`config.mk`:
```
export PLATFORM = sky130hd
export DESIGN_NAME = store_buffer
export DESIGN_NICKNAME = d
export VERILOG_FILES = /design/src/rtl/store_buffer_pkg.sv /design/src/rtl/sb_fwd_match.sv /design/src/rtl/store_buffer.sv
export SDC_FILE = /design/constraint.sdc
export NUM_CORES = 1
export LEC_CHECK = 0
export CAP_MARGIN = 15
export CORE_UTILIZATION = 45
export DETAILED_ROUTE_END_ITERATION = 8
export HOLD_SLACK_MARGIN = 0.08
export SKIP_CTS_REPAIR_TIMING = 1
export SYNTH_ARGS = -nofsm -noshare
export SYNTH_HDL_FRONTEND = slang
export SYNTH_SLANG_ARGS = --single-unit
```
`constraint.sdc`:
```
create_clock -name clk -period 17.7 [get_ports clk]
set_clock_uncertainty 0.2 [all_clocks]
set_input_delay 5.31 -clock clk [delete_from_list [all_inputs] [get_ports clk]]
set_output_delay 5.31 -clock clk [all_outputs]
set_load 0.02 [all_outputs]
```
`src/rtl/store_buffer_pkg.sv`:
```
// Shared definitions for the processor store buffer: default geometry and the
// entry record held in each buffer slot.
package store_buffer_pkg;

  localparam int SB_DEPTH = 4;
  // SB_AW/SB_DW are the defaults and also the widest address/data an entry can hold.
  localparam int SB_AW    = 32;
  localparam int SB_DW    = 32;

  typedef struct packed {
    logic [SB_AW-1:0] adr;
    logic [SB_DW-1:0] data;
    logic             valid;
  } sb_entry_t;

endpackage

```
`src/rtl/sb_fwd_match.sv`:
```
// Youngest-match store-to-load forwarding search over the buffered entries.
module sb_fwd_match
  import store_buffer_pkg::*;
#(
  parameter int DEPTH = SB_DEPTH,
  parameter int AW    = SB_AW,
  parameter int DW    = SB_DW
) (
  input  sb_entry_t [DEPTH-1:0]         entries,
  input  logic [$clog2(DEPTH)-1:0]      head,
  input  logic [AW-1:0]                 lookup_adr,
  output logic                          hit,
  output logic [DW-1:0]                 data
);

  localparam int PW = $clog2(DEPTH);

  logic [PW-1:0] idx;
  logic          unused_bits;

  // Walk oldest to youngest so a later match overrides an earlier one.
  always_comb begin
    hit  = 1'b0;
    data = '0;
    idx  = '0;
    for (int i = 0; i < DEPTH; i++) begin
      idx = head + PW'(i);
      if (entries[idx].valid &&
          entries[idx].adr[AW-1:2] == lookup_adr[AW-1:2]) begin
        hit  = 1'b1;
        data = entries[idx].data[DW-1:0];
      end
    end
  end

  assign unused_bits = ^{lookup_adr[1:0], entries};

endmodule

```
`src/rtl/store_buffer.sv`:
```
// Processor store buffer: FIFO of pending stores drained to data memory with a
// valid/ready handshake, plus word-granular forwarding to loads.
module store_buffer
  import store_buffer_pkg::*;
#(
  parameter int DEPTH = SB_DEPTH,
  parameter int AW    = SB_AW,
  parameter int DW    = SB_DW
) (
  input  logic          clk,
  input  logic          reset,
  input  logic          MemWrite,
  input  logic [AW-1:0] DataAdr,
  input  logic [DW-1:0] WriteData,
  output logic          Stall,
  output logic          Empty,
  output logic          MemReqValid,
  output logic [AW-1:0] MemReqAdr,
  output logic [DW-1:0] MemReqData,
  input  logic          MemReqReady,
  output logic          FwdHit,
  output logic [DW-1:0] FwdData
);

  localparam int PW = $clog2(DEPTH);
  localparam int CW = PW + 1;

  logic [CW-1:0]    count;
  logic [PW-1:0]    head;
  logic [PW-1:0]    tail;
  logic [DEPTH-1:0] valid;
  logic [AW-1:0]    adr_q  [DEPTH];
  logic [DW-1:0]    data_q [DEPTH];

  logic full;
  logic push;
  logic pop;

  sb_entry_t [DEPTH-1:0] entries;

  assign full        = (count == CW'(DEPTH));
  assign Stall       = full;
  assign Empty       = (count == '0);
  assign MemReqValid = !Empty;
  assign push        = MemWrite && !full;
  assign pop         = MemReqValid && MemReqReady;

  assign MemReqAdr   = adr_q[head];
  assign MemReqData  = data_q[head];

  // Control state: pointers, occupancy and per-slot valid bits.
  always_ff @(posedge clk) begin
    if (reset) begin
      count <= '0;
      head  <= '0;
      tail  <= '0;
      valid <= '0;
    end else begin
      if (push) begin
        tail        <= tail + PW'(1);
        valid[tail] <= 1'b1;
      end
      if (pop) begin
        head        <= head + PW'(1);
        valid[head] <= 1'b0;
      end
      case ({push, pop})
        2'b10:   count <= count + CW'(1);
        2'b01:   count <= count - CW'(1);
        default: count <= count;
      endcase
    end
  end

  // Payload is only ever read through a set valid bit, so it carries no reset.
  always_ff @(posedge clk) begin
    if (push) begin
      adr_q[tail]  <= DataAdr;
      data_q[tail] <= WriteData;
    end
  end

  always_comb begin
    for (int i = 0; i < DEPTH; i++) begin
      entries[i].adr   = SB_AW'(adr_q[i]);
      entries[i].data  = SB_DW'(data_q[i]);
      entries[i].valid = valid[i];
    end
  end

  sb_fwd_match #(
    .DEPTH (DEPTH),
    .AW    (AW),
    .DW    (DW)
  ) u_fwd (
    .entries    (entries),
    .head       (head),
    .lookup_adr (DataAdr),
    .hit        (FwdHit),
    .data       (FwdData)
  );

endmodule

```
==> impl_metrics.csv, run 1 <==
group,metric,value,unit
synth,synth_area,0.01870,mm²
setup_path,r2r_end,"head[1]",
clock_network,cts_buffers,30,
die,core-area,0.04092,mm²
synth,synth_area_leaders,"edfxtp_1 (41%), mux4_2 (29%), mux2i_1 (4.7%)",
min_path,min_delay_path_depth,2,
die,dieArea,0.04237,mm²
drt,finalWirelength,52660,µm
synth,syn_avg_cell_area,15.41,µm²
setup_path,crit_path_top_delay_cell,"clkdlybuf4s50_1",
timing,rsz0062_at_grt,"no",
finish,utilization,52.78,%
power_and_ir_drop,p_leak,6.504,nW
power_and_ir_drop,totalPowerFinal,3.147,mW
synth,ys.warnings.count,0,
finish,fin_nets,1386,
drt,via_per_inst,6.684,
setup_path,worst-path-buf-inv,5,
timing,fin_setup_tns,0,ps
drt,drcViolationCount,0,
placed_design,numPortBuffers,167,
timing,timing.final.crit_period,15460,ps
setup_path,crit_chain,"clkdlybuf4s50_1 -> inv_1 -> xnor2_1 -> a2111oi_0 -> o21ai_0 -> or4_1 -> nand4b_1 -> buf_4 -> nand2b_1 -> buf_4 -> o221a_2 -> clkdlybuf4s50_1",
die,dieWidth,205.8,µm
synth,synth_fp_nets,1291,
timing,setup_ws,2236,ps
timing,relSlewSlack,27.27,%
job,maxCapViolCount,0,
global_route,grt_pass1_wl,78370,µm
power_and_ir_drop,ir_worst_vdd,0.0001017,V
setup_path,reg2reg_slack,14040,ps
die,fp-row-count,74,
placed_design,dp_slack,2317,ps
global_route,grt_max_degree,75,
timing,slew_viol_final,0,
global_route,grt_usage,25.07,%
setup_path,reg2reg_depth,6,
timing,finalSetupViolCount,0,
min_path,hold_path_startpoint,"count[2]",
drt,drt_iter0_drc,1281,
drt,wl_met2,24770,µm
synth,async_flop_share,0,%
global_route,grt_pass1_vias,12070,
die,start_util,45.69,%
setup_path,worstPathMaxFanout,65,
setup_path,cp.required,12190,ps
synth,ys_types,57,
clock_network,cts_tree,"done",
finish,area_growth,15.52,%
synth,yosys.area.top_type_share,41.11,%
synth,ys_ff_latch,269,
setup_path,critPathKind,"input port to primary output",
drt,drtAntennaViolNets,0,
drt,first_pass_iters,5,
clock_network,htree_levels,1,
drt,m1WireLength,22890,µm
power_and_ir_drop,power.density,145.7,mW/mm²
global_route,gr-total-overflow,0,
synth,ys.flop_type,"edfxtp_1",
setup_path,cp.arrival,9950,ps
synth,synth_top_area_cell,"edfxtp_1",
placed_design,hpwlAfterDp,33190,µm
status,outcome,"complete, no violations",
min_path,min_to,"count[2]",
clock_network,cts_root_buf,"clkbuf_16",
setup_path,crit_family,"buffers and inverters",
global_route,antenna_found_initial,4,
drt,vias,12460,
placed_design,gp_congestion,0.9069,
placed_design,placed_area,0.02056,mm²
synth,synth_edf_count,256,
min_path,min_path_type,"register to register",
clock_network,clk_latency,590,ps
synth,syn_inst,1213,
drt,top_layer_used,"met5",
clock_network,cts.sinks,269,
drt,wire_per_inst,28.25,µm
setup_path,worstSetupStartpointType,"input port",
timing,worstMarginPinSlew,1091,ps
synth,ys_seq_area_share,42.51,%
drt,dr_wl_met3,3644,µm
die,num_io_pins,168,
finish,drive_above_1_share,27.87,%
setup_path,cpPeakStageDelay,720,ps
timing,hold_viol,0,
clock_network,cts.path.max_buffers,3,
setup_path,timing.rr.start,"head[1]",
finish,final_cell_area,0.02160,mm²
clock_network,clk_pin_slew,60,ps
die,dieHeight,205.8,µm
timing,fmax,0.06467,GHz
setup_path,end_kind,"primary output",
timing,period_share,87.37,%
## synthesized netlist by cell type, types with 11 or more instances
cell,count
dfxtp_1,13
xnor2_1,63
o21ai_0,15
nand2_1,42
mux4_2,239
mux2_2,23
buf_2,25
a21oi_1,11
nand4_1,12
mux2i_1,88
edfxtp_1,256
clkbuf_1,63
nor2_1,26
inv_1,16
nor4_1,41
mux2_1,30
xor2_1,43
nand3b_1,32
buf_1,18
o221a_2,32
## tightest hold or removal path, stage by stage, from the launching register on
cell,delay [ps]
dfxtp_1,330
o21ai_0,80
a21oi_1,60
## per-stage QoR
stage               std cells  hold WS, ps
CTS                      1863        315.2
floorplan                1213        262.3
detailed placement       1808        303.7
finish                   1864        315.5
global placement         1808        288.9
global route             1864        337.0
## state kept, by name, summed over array words and instances, names as in the netlist, named ones only
signal / count
count: 3
head: 2
data_q: 128
valid: 4
adr_q: 128
tail: 2
## where the power goes
group / total, mW / leakage [nW] / internal [mW] / switching, mW
clock: 0.659 / 0.496 / 0.397 / 0.262
combinational: 1.61 / 3.55 / 0.817 / 0.796
sequential: 0.875 / 2.46 / 0.777 / 0.0981
total: 3.15 / 6.50 / 1.99 / 1.16
## cells by family after synthesis
kind of cell,synth area share [%]
muxes,37.25
DFF,42.51
and+or+nand+nor,5.527
buffers and inverters,3.895
AOI/OAI and AO/OA,5.146
xor gates and xnor gates,4.965
adders and majority gates,0.7093
## cell usage in the layout, fill, tap and decap left out, types with 4 or more instances in the layout
master           count
nor2_1              26
o221ai_1             4
nor4_1              41
a211oi_1             9
clkinv_2             5
bufinv_16            6
a31oi_1              5
a21oi_1             11
clkdlybuf4s50_1    167
buf_4               21
nor3_1               5
mux4_1               4
ha_1                 8
mux2_2              23
xnor2_1             63
dfxtp_4              4
inv_1               16
nand3b_1            32
nand4_1             12
nand2_1             42
mux4_2             239
dfxtp_1              9
clkinv_1             6
o221a_2             32
xor2_1              43
clkbuf_1             4
a2111oi_0            6
and2_4               4
clkbuf_16           30
o21ai_0             15
mux2i_1             88
and2_1               4
mux2_1              30
edfxtp_1           256
o22ai_1              9
o211ai_1             6
## cell type report
class	count	area (µm²)
tap	532	665.6
fill	3368	19320
clock inverter	21	266.5
sequential	269	7963
multi-input combinational	803	10050
clock buffer	34	765.7
antenna	1	2.502
timing repair buffer	188	1829
inverter	16	60.06
## metal layers
layer,vias to the layer above,global-route usage [%]
met5,-,0
met4,6,7.563
met3,80,3.991
met2,531,38.73
met1,6533,36.49
li1,5309,-
## worst max-delay path by stage
stage | start | endpoint | slack, ps | cells after the start
6_report | DataAdr[11] | FwdData[25] | 2240 | 12
4_1_cts | DataAdr[11] | FwdData[25] | 2310 | 12
3_5_place_dp | DataAdr[11] | FwdData[25] | 2320 | 12
3_3_place_gp | DataAdr[11] | FwdData[29] | 2480 | 12
5_1_grt | DataAdr[11] | FwdData[24] | 1970 | 12
2_1_floorplan | DataAdr[11] | FwdData[10] | 4570 | 11
(Power assumes the default switching activity.)
==> run 2, diff against run 1 <==
- CORE_UTILIZATION: 45 -> 57
- PLACE_DENSITY: default -> 0.79
==> impl_metrics.csv, run 2 (synthesis results as in run 1) <==
group,metric,value,unit
die,dieWidth,183.1,µm
timing,rsz0062_at_grt,"no",
finish,fin_nets,1381,
timing,timing.final.crit_period,15300,ps
timing,fmax,0.06537,GHz
drt,drcViolationCount,0,
die,start_util,58.65,%
setup_path,critPathKind,"input port to primary output",
global_route,grt_usage,30.10,%
job,maxCapViolCount,0,
placed_design,dp_slack,2473,ps
power_and_ir_drop,totalPowerFinal,3.082,mW
finish,area_growth,14.23,%
die,fp-row-count,65,
clock_network,cts_buffers,29,
clock_network,cts_root_buf,"clkbuf_16",
power_and_ir_drop,p_leak,6.445,nW
timing,worstMarginPinSlew,1151,ps
status,outcome,"complete, no violations",
timing,setup_ws,2401,ps
setup_path,end_kind,"primary output",
setup_path,reg2reg_depth,6,
setup_path,worstPathMaxFanout,65,
placed_design,numPortBuffers,167,
drt,m1WireLength,19160,µm
power_and_ir_drop,power.density,144.3,mW/mm²
min_path,hold_path_startpoint,"count[2]",
drt,dr_wl_met3,5000,µm
global_route,antenna_found_initial,3,
placed_design,hpwlAfterDp,31200,µm
placed_design,placed_cells,1707,
die,dieArea,0.03353,mm²
die,num_io_pins,168,
global_route,grt_max_degree,70,
timing,finalSetupViolCount,0,
die,core-area,0.03188,mm²
drt,finalWirelength,49220,µm
die,dieHeight,183.1,µm
timing,slew_viol_final,0,
clock_network,clk_pin_slew,50,ps
clock_network,cts.sinks,269,
drt,top_layer_used,"met5",
drt,first_pass_iters,5,
clock_network,htree_levels,1,
timing,hold_viol,0,
setup_path,r2r_end,"head[1]",
timing,period_share,86.43,%
finish,utilization,66.99,%
drt,drt_iter0_drc,1422,
setup_path,cp-startpoint,"DataAdr[11]",
drt,wire_per_inst,28.00,µm
finish,mostFrequentLayoutCell,"edfxtp_1",
setup_path,timing.rr.start,"head[1]",
global_route,grt_pass1_vias,12620,
min_path,min_path_type,"register to register",
placed_design,gp_congestion,0.9370,
finish,largestRegisters,"adr_q x128, data_q x128, valid x4",
finish,drive_above_1_share,27.76,%
setup_path,cp.required,12190,ps
clock_network,cts_tree,"done",
drt,drtAntennaViolNets,0,
finish,final_cell_area,0.02136,mm²
finish,layout.cells.non_filler,1758,
drt,via_per_inst,7.176,
drt,vias,12620,
finish,most-common-layout-cells,"edfxtp_1 (256), mux4_2 (239), clkdlybuf4s50_1 (167)",
setup_path,worstSetupStartpointType,"input port",
setup_path,cp.arrival,9790,ps
setup_path,crit_end,"FwdData[27]",
finish,nFillCells,2227,
timing,fin_setup_tns,0,ps
drt,wl_met2,23430,µm
setup_path,reg2reg_slack,14710,ps
timing,relSlewSlack,23.24,%
global_route,grt_pass1_wl,76000,µm
placed_design,placed_area,0.02042,mm²
clock_network,clk_latency,570,ps
global_route,gr-total-overflow,0,
timing,holdWs,310.8,ps
clock_network,cts.path.max_buffers,3,
power_and_ir_drop,ir_worst_vdd,0.0001460,V
-- run 2: final cells by class --
class | count | area [µm²] | share of cell area [%]
Sequential cell | 269 | 7963 | 37.28
Clock buffer | 34 | 744.5 | 3.486
Timing Repair Buffer | 184 | 1799 | 8.424
Multi-Input combinational cell | 803 | 10050 | 47.06
Tap cell | 435 | 544.3 | 2.548
Clock inverter | 16 | 192.7 | 0.9022
Inverter | 16 | 60.06 | 0.2812
Antenna cell | 1 | 2.502 | 0.01172
-- run 2: per-layer routing --
metal  vias up  track usage, %
li1       5294               -
met1      6462           41.81
met2       743           47.59
met3       113           6.334
met4         4           10.47
met5         -               0
-- run 2: report_power, final --
| part | switching, mW | internal (mW) |
|---|---|---|
| clock | 0.249 | 0.357 |
| sequential | 0.110 | 0.778 |
| combinational | 0.772 | 0.816 |
-- run 2: how the worst min path moves through the flow --
stage,end,depth (start not counted)
after floorplan,count[2],2
after global placement,count[2],2
after detailed placement,count[2],2
after CTS,count[2],2
after global routing,count[2],2
final,count[2],2
-- run 2: worst max-delay path: stages --
cell and delay [ps]:
clkdlybuf4s50_1 740, inv_1 170, xnor2_1 160, a2111oi_0 360, o21ai_0 160, or4_1 500, nand4b_1 210, buf_4 380
nand2b_1 490, buf_4 370, o221a_2 270, clkdlybuf4s50_1 620
